--- config.mk ---
export PLATFORM = sky130hd
export DESIGN_NAME = cdc_hs_tx_ctrl
export DESIGN_NICKNAME = d
export VERILOG_FILES = /design/src/rtl/cdc_pkg.sv /design/src/rtl/cdc_sync_bit.sv /design/src/rtl/cdc_hs_tx_ctrl.sv
export SDC_FILE = /design/constraint.sdc
export NUM_CORES = 1
export LEC_CHECK = 0
export ABC_AREA = 0
export BUFFER_PORTS_ARGS = -buffer_cell sky130_fd_sc_hd__buf_2
export CAP_MARGIN = 10
export CORE_MARGIN = 2
export CORE_UTILIZATION = 25
export DETAILED_ROUTE_END_ITERATION = 8
export GPL_TIMING_DRIVEN = 0
export PLACE_DENSITY_LB_ADDON = 0.08
export RECOVER_POWER = 100
export SETUP_SLACK_MARGIN = 0.5
export SLEW_MARGIN = 25
export SYNTH_ARGS = -nofsm -noshare
export SYNTH_HDL_FRONTEND = slang
export SYNTH_HIERARCHICAL = 1
export SYNTH_SLANG_ARGS = --single-unit
export TNS_END_PERCENT = 30
--- constraint.sdc ---
create_clock -name clkA -period 2.59 [get_ports clkA]
set_input_delay 0.518 -clock clkA [delete_from_list [all_inputs] [get_ports clkA]]
set_output_delay 0.518 -clock clkA [all_outputs]
set_load 0.005 [all_outputs]
--- src/rtl/cdc_pkg.sv ---
// Shared types and constants for the req/ack clock-domain-crossing controllers.
package cdc_pkg;

    typedef enum logic [1:0] {
        IDLE  = 2'd0,
        REQ_H = 2'd1,
        REQ_L = 2'd2
    } hs_state_t;

    localparam int DEF_SYNC_STAGES = 2;

    // Width of a phase timer that must be able to hold the value t.
    function automatic int tmo_width(input int t);
        return (t > 0) ? $clog2(t + 1) : 1;
    endfunction

endpackage

--- src/rtl/cdc_sync_bit.sv ---
// Single-bit multi-flop synchroniser; last stage is the usable output.
module cdc_sync_bit
    import cdc_pkg::*;
#(
    parameter int SYNC_STAGES = DEF_SYNC_STAGES
) (
    input  logic clk_i,
    input  logic rst_i,
    input  logic d_i,
    output logic q_o
);

    logic [SYNC_STAGES-1:0] sync_q;
    logic [SYNC_STAGES-1:0] sync_d;

    generate
        for (genvar gi = 0; gi < SYNC_STAGES; gi++) begin : g_stage
            if (gi == 0) begin : g_first
                assign sync_d[gi] = d_i;
            end else begin : g_rest
                assign sync_d[gi] = sync_q[gi-1];
            end
        end
    endgenerate

    always_ff @(posedge clk_i or posedge rst_i) begin
        if (rst_i) begin
            sync_q <= '0;
        end else begin
            sync_q <= sync_d;
        end
    end

    assign q_o = sync_q[SYNC_STAGES-1];

endmodule

--- src/rtl/cdc_hs_tx_ctrl.sv ---
// Source-side 4-phase req/ack controller: holds a word on data_o while a
// single-bit request crosses to the destination and the ack returns.
module cdc_hs_tx_ctrl
    import cdc_pkg::*;
#(
    parameter int DATA_W      = 8,
    parameter int SYNC_STAGES = DEF_SYNC_STAGES,
    parameter int TIMEOUT     = 255,
    parameter int CNT_W       = 16
) (
    input  logic              clkA,
    input  logic              rstA,
    input  logic              in_valid,
    input  logic [DATA_W-1:0] in_data,
    output logic              in_ready,
    output logic [DATA_W-1:0] data_o,
    output logic              req_o,
    input  logic              ack_i,
    output logic              done_o,
    output logic              busy_o,
    output logic              err_o,
    input  logic              clr_err,
    output logic [CNT_W-1:0]  xfer_cnt
);

    localparam int              TMO_W   = tmo_width(TIMEOUT);
    localparam logic [TMO_W-1:0] TMO_MAX = TMO_W'(TIMEOUT);

    hs_state_t         state_q, state_d;
    logic              req_q, req_d;
    logic [DATA_W-1:0] data_q, data_d;
    logic              done_q, done_d;
    logic              err_q, err_d;
    logic [CNT_W-1:0]  cnt_q, cnt_d;
    logic [TMO_W-1:0]  tmo_q, tmo_d;
    logic              tmo_hit;
    logic              ack_s;
    logic              accept;

    cdc_sync_bit #(
        .SYNC_STAGES(SYNC_STAGES)
    ) u_ack_sync (
        .clk_i(clkA),
        .rst_i(rstA),
        .d_i  (ack_i),
        .q_o  (ack_s)
    );

    // A lingering ack in IDLE blocks acceptance until the far side lets go.
    assign accept = (state_q == IDLE) && !ack_s && in_valid;

    always_comb begin
        state_d = state_q;
        req_d   = req_q;
        data_d  = data_q;
        done_d  = 1'b0;
        cnt_d   = cnt_q;
        case (state_q)
            IDLE: begin
                if (accept) begin
                    state_d = REQ_H;
                    req_d   = 1'b1;
                    data_d  = in_data;
                end
            end
            REQ_H: begin
                if (ack_s) begin
                    state_d = REQ_L;
                    req_d   = 1'b0;
                end
            end
            REQ_L: begin
                if (!ack_s) begin
                    state_d = IDLE;
                    done_d  = 1'b1;
                    cnt_d   = cnt_q + 1'b1;
                end
            end
            default: begin
                state_d = IDLE;
                req_d   = 1'b0;
            end
        endcase
    end

    // Phase timer restarts on every state change and saturates at TIMEOUT;
    // only the step onto TIMEOUT raises the error, so a later clear sticks.
    always_comb begin
        tmo_d   = '0;
        tmo_hit = 1'b0;
        if ((TIMEOUT != 0) && (state_q != IDLE) && (state_d == state_q)) begin
            if (tmo_q != TMO_MAX) begin
                tmo_d   = tmo_q + 1'b1;
                tmo_hit = (tmo_d == TMO_MAX);
            end else begin
                tmo_d = tmo_q;
            end
        end
    end

    assign err_d = tmo_hit | (err_q & ~clr_err);

    always_ff @(posedge clkA or posedge rstA) begin
        if (rstA) begin
            state_q <= IDLE;
            req_q   <= 1'b0;
            data_q  <= '0;
            done_q  <= 1'b0;
            err_q   <= 1'b0;
            cnt_q   <= '0;
            tmo_q   <= '0;
        end else begin
            state_q <= state_d;
            req_q   <= req_d;
            data_q  <= data_d;
            done_q  <= done_d;
            err_q   <= err_d;
            cnt_q   <= cnt_d;
            tmo_q   <= tmo_d;
        end
    end

    assign in_ready = (state_q == IDLE) && !ack_s;
    assign busy_o   = (state_q != IDLE);
    assign data_o   = data_q;
    assign req_o    = req_q;
    assign done_o   = done_q;
    assign err_o    = err_q;
    assign xfer_cnt = cnt_q;

endmodule

# Word level (Yosys, flattened, before mapping)
# Cells that the tools add are included.
[op_classes]
n_shift = 0
div = 0
multipliers = 0
n_reduce_logical = 9
n_mux = 13
bitwise_logic = 5
addsub = 2
order_cmp = 0
eq_ne = 8
[op_table]
columns = ["operator", "count"]
rows = [
  ["adder 16 x 1 -> 16 bit, second input constant", 1],
  ["2-to-1 mux 8 bit", 2],
  ["adder 8 x 1 -> 8 bit, second input constant", 1],
  ["== test 8 bit, second input constant", 1],
  ["inequality test 8 bit, second input constant", 1],
  ["2-to-1 mux 1 bit", 6],
  ["2-to-1 mux 2 bit", 3],
  ["one-hot mux 2 bit (3 select lines)", 1],
  ["inequality test 2 x 1 -> 1 bit, second input constant", 2],
  ["AND reduction 2 bit", 2],
  ["logical AND 1 bit", 3],
  ["NOT 1 bit", 3],
  ["one-hot mux 1 bit (3 select lines)", 1],
  ["AND reduction 3 bit", 1],
  ["== test 2 x 1 -> 1 bit, second input constant", 1],
  ["== test 2 bit", 1],
  ["== test 2 bit, second input constant", 1],
  ["logical NOT 2 bit", 1],
  ["inequality test 2 bit, second input constant", 1],
  ["nonzero test 2 bit", 1],
  ["AND 1 bit", 1],
  ["logical NOT 1 bit", 1],
  ["bitwise OR 1 bit", 1],
]
[word_totals]
romBits = 0
latch_bits = 0
ramBits = 0
elab_cells = 45
register_bits = 39
out_inout_bits = 29
n_memories = 0

# Depth between registers and ports, before layout
[logic_depth]
depth_word = 9
ltp_mapped = 6
mapped_depth_nobuf = 6

# Cells and area by module
# Netlist, hierarchy kept.
[by_module_without_submodules]
columns = ["module", "area_per_inst_um2", "cells_per_inst", "instances"]
rows = [
  ["cdc_hs_tx_ctrl", 1685.4, 143, 1],
  ["cdc_sync_bit", 53.8, 3, 1],
]

# Worst setup path after synthesis
# OpenSTA, ideal clock, no wires.
[synth_timing]
kind = "flip-flop to flip-flop"
start = "reg state_q[0]"
end = "reg data_q[0] (netlist: data_o[0])"
required_time_ps = 2465
path_slack_ps = 959
n_path_buf = 1
setup_ps = 125
t_arrival_ps = 1507
stages_incl_launch_ff = 6
cell_sequence = "dfrtp_1 > or2_2 > nor2_1 > and2_1 > buf_2 > mux2_2"
[synth_via]
elab_chain_cells = 4
[synth_lines]
columns = ["item", "line", "source"]
rows = [
  ["start, declared", "cdc_hs_tx_ctrl.sv:29", "hs_state_t state_q, state_d;"],
  ["start signal, assigned", "cdc_hs_tx_ctrl.sv:113", "state_q <= state_d;"],
  ["logical NOT 2 bit", "-", ""],
  ["logical AND 1 bit", "-", ""],
  ["via in_ready", "cdc_hs_tx_ctrl.sv:15", "output logic in_ready,"],
  ["logical AND 1 bit", "cdc_hs_tx_ctrl.sv:50", "assign accept = (state_q == IDLE) && !ack_s && in_valid;"],
  ["AND reduction 2 bit (no source line)", "-", ""],
  ["end signal, assigned", "cdc_hs_tx_ctrl.sv:115", "data_q <= data_d;"],
  ["end, declared", "cdc_hs_tx_ctrl.sv:31", "logic [DATA_W-1:0] data_q, data_d;"],
]
# The timed path passes the listed nets, and every way through them passes these cells.
# A chain may end at the register's enable or synchronous reset.

# Final worst setup path
[layout_timing]
start = "reg u_ack_sync.sync_q[1]"
end = "reg cnt_q[15] (netlist: xfer_cnt[15])"
[layout_via]
elab_chain_cells = 2
[layout_lines]
columns = ["item", "line", "source"]
rows = [
  ["start, declared", "cdc_sync_bit.sv:13", "logic [SYNC_STAGES-1:0] sync_q;"],
  ["start signal, assigned", "cdc_sync_bit.sv:30", "sync_q <= sync_d;"],
  ["NOT 1 bit (no source line)", "-", ""],
  ["AND reduction 2 bit (no source line)", "-", ""],
  ["end signal, assigned", "cdc_hs_tx_ctrl.sv:118", "cnt_q <= cnt_d;"],
  ["end, declared", "cdc_hs_tx_ctrl.sv:34", "logic [CNT_W-1:0] cnt_q, cnt_d;"],
]
# Every way passes these cells.

==> impl_metrics.toml <==
[synth]
ys_types = 35
synth.most_common_cell = "dfrtp_1"
syn-num-nets = 162
yosys.area_share.adder_pct = 2.158
yosys_warnings = 6
avgSynthCellArea_sq_um = 11.91
synthXorXnorAreaFrac_pct = 10.07
synth_area_leader_cell = "dfrtp_1"
synthCells = 146
synth_area_sq_mm = 0.001739
synth-edff-count = 0
synth_top_family_by_area = "simple AND/OR/NAND/NOR gates"
synthMuxAreaShare_pct = 7.698
synth-compound-area-share_pct = 5.612
ys_ff_latch = 39
synth_simple_gate_area_share_pct = 16.04
synth_top_area_share_pct = 56.12
ys_top_cells_by_count = "39 x dfrtp_1, 14 x nand2_1, 13 x xnor2_1"
synth.area.top_cells = "dfrtp_1 56%, xnor2_1 6.5%, mux2_2 5.8%, xor2_1 3.5%, nand2_1 3.0%"
synthArstFlopShare_pct = 100.0
synth_flop_cell = "dfrtp_1"
synth.yosys.seq_area_share_pct = 56.12

[sta]
min_period_ns = 1.943
drv_slew = 0
whs_ns = 0.06210
worst_pin_slew_ns = 1.192
max_slew_margin_pct = 20.52
period_share_pct = 75.04
setup_tns_ns = 0
rsz0062_at_grt = "false"
fmax_ghz = 0.5146
setup_viol = 0
hold_viol = 0
clock_skew_ns = 0.009132
fin_ws_ns = 0.6466

[cts]
cts_setup_buffers = 0
cts-htree-levels = 2
cts_buffers = 5
postCtsHoldBufs = 0
postCtsResizedCells = 0
clkSlewWorstSetupHoldPaths_ns = 0.07
cts_tree = "built"
cts_buffer_depth = 2
clk-insertion-delay-late_ns = 0.29
root_buffer = "clkbuf_8"
cts.sinks = 39

[pwr]
leakagePower_nw = 0.9554
power_density_mw_per_mm2 = 635.7
p_total_mw = 1.324
ir_drop_mv = 0.2793

[floorplanning]
pin_count = 42
die-width_um = 87.41
die_area_sq_mm = 0.007640
start_util_pct = 25.74
rows = 30
die_y_um = 87.41
coreArea_sq_mm = 0.006756

[critical_path]
crit_path_start_kind = "flip-flop"
path_max_fanout = 8
rr_worst_depth = 6
endpoint_kind = "flip-flop"
cp_data_arrival_time_ns = 2.11
required_ns = 2.76
criticalPathCategory = "flip-flop to flip-flop"
ff2ff_setup_slack_ns = 0.65
reg2reg_from = "u_ack_sync/sync_q[1]"
reg2reg_to = "xfer_cnt[15]"

[layout]
fillCellCount = 696
final_cells = 276
drive_above_1_share_pct = 23.98
final_nets = 211
multi_input_area_sq_um = 703.2
seq_area_sq_um = 975.9
area_growth_syn_to_layout_pct = 19.71
antenna_cells = 0

[global_route]
grt_pass1_vias = 1227
grt_pass1_wl_um = 5582
overflow = 0
grt_max_degree = 23
antenna_found_initial = 0
grt_usage_pct = 9.530

[drt]
routedWlPerCell_um = 12.21
num_vias = 1227
dr.pass1.iters = 4
via_per_inst = 4.446
antenna_left = 0
drc = 0
wirelength_um = 3371
drt_iter0_drc = 30

[placement]
pre_cts_slack_ns = 0.7890
dp_hpwl_um = 2504
io_buffers = 41
placedCellCount = 268
gp_congestion = 0.7851

[worst_hold_path]
min_path_type = "input port to asynchronous set/reset pin"

[status]
status = "finished clean"

[flow_run]
maxCapViolations = 0
## layout make-up
cell class	instances	area share (%)
Sequential cell	39	46.87
Inverter	5	0.9014
Multi-Input combinational cell	99	33.77
Buffer	3	0.5409
Clock inverter	1	0.2404
Tap cell	80	4.808
Clock buffer	7	3.666
Timing Repair Buffer	42	9.195
## logic make-up (layout without fill, tap and decap cells)
family | count (synthesis) | in the layout
AND/OR/NAND/NOR | 51 | 51
multiplexers | 11 | 11
buffers and inverters | 8 | 58
flip-flops | 39 | 39
adder cells (fa/ha/maj) | 3 | 3
AO/OA/AOI/OAI | 14 | 14
XOR/XNOR | 20 | 20
## stage by stage
stage               cell area, sq um  util, %
finish                          2082    30.81
global route                    2082    30.81
CTS                             2153    31.87
detailed placement              2072    30.67
global placement                2044    30.26
floorplan                       1739        -
## worst max-delay path by stage
stage                              start           end  slack, ns  cells past startpoint
global placement                    rstA   xfer_cnt[6]       0.66                      2
finish              u_ack_sync/sync_q[1]  xfer_cnt[15]       0.65                      6
CTS                           state_q[0]      in_ready       0.75                      3
global route                        rstA     data_o[3]       0.36                      3
detailed placement  u_ack_sync/sync_q[1]  xfer_cnt[15]       0.79                      6
floorplan                     state_q[0]     data_o[0]       0.96                      5
## critical path, stage by stage, from the launching register on
cell and delay (ns):
dfrtp_1 0.36, clkbuf_1 0.20, nor3b_4 0.41, nand4_1 0.29, nor2_1 0.29, nand4_1 0.14, xnor2_1 0.14
## per-layer routing
layer,GRT usage (%),vias to the layer above,wire [um]
li1,-,598,-
met1,11.41,594,1490
met2,15.56,31,1660
met3,3.128,4,178
met4,4.196,0,42
met5,0,-,0
## placed cells by master, fill, tap and decap left out
cell type  Yosys  final
dfrtp_1       39     39
buf_2          2     27
clkbuf_1       0     20
nand2_1       14     14
xnor2_1       13     13
nor2_1        10     10
mux2_2         9      9
xor2_1         7      7
and3_1         6      6
a21oi_1        6      6
inv_1          5      5
nand4_1        4      5
clkbuf_8       0      5
nand3_1        4      4
nor3_1         3      3
ha_1           3      3
mux2i_1        1      2
or3_1          1      1
and2b_4        1      1
and2b_1        0      1
a211oi_1       1      1
a31o_2         1      1
nor4b_1        1      1
a31oi_1        1      1
nor3b_4        1      1
or2_2          1      1
and2_0         0      1
o21ai_0        1      1
a21o_1         1      1
o21a_1         1      1
a22o_1         1      1
or4_1          1      1
o32ai_2        1      1
nand2b_1       1      1
clkinv_2       0      1
## sequential cells by signal, indices dropped and copies added (netlist names)
register / flops
data_o: 8
done_o: 1
err_o: 1
req_o: 1
state_q: 2
tmo_q: 8
u_ack_sync/sync_q: 2
xfer_cnt: 16
## power by group
part	switching (mW)	total (mW)	internal, mW
Clock	0.201	0.390	0.189
Combinational	0.0878	0.194	0.106
Sequential	0.0630	0.740	0.677
Total	0.351	1.32	0.972
(Power assumes the default switching activity.)
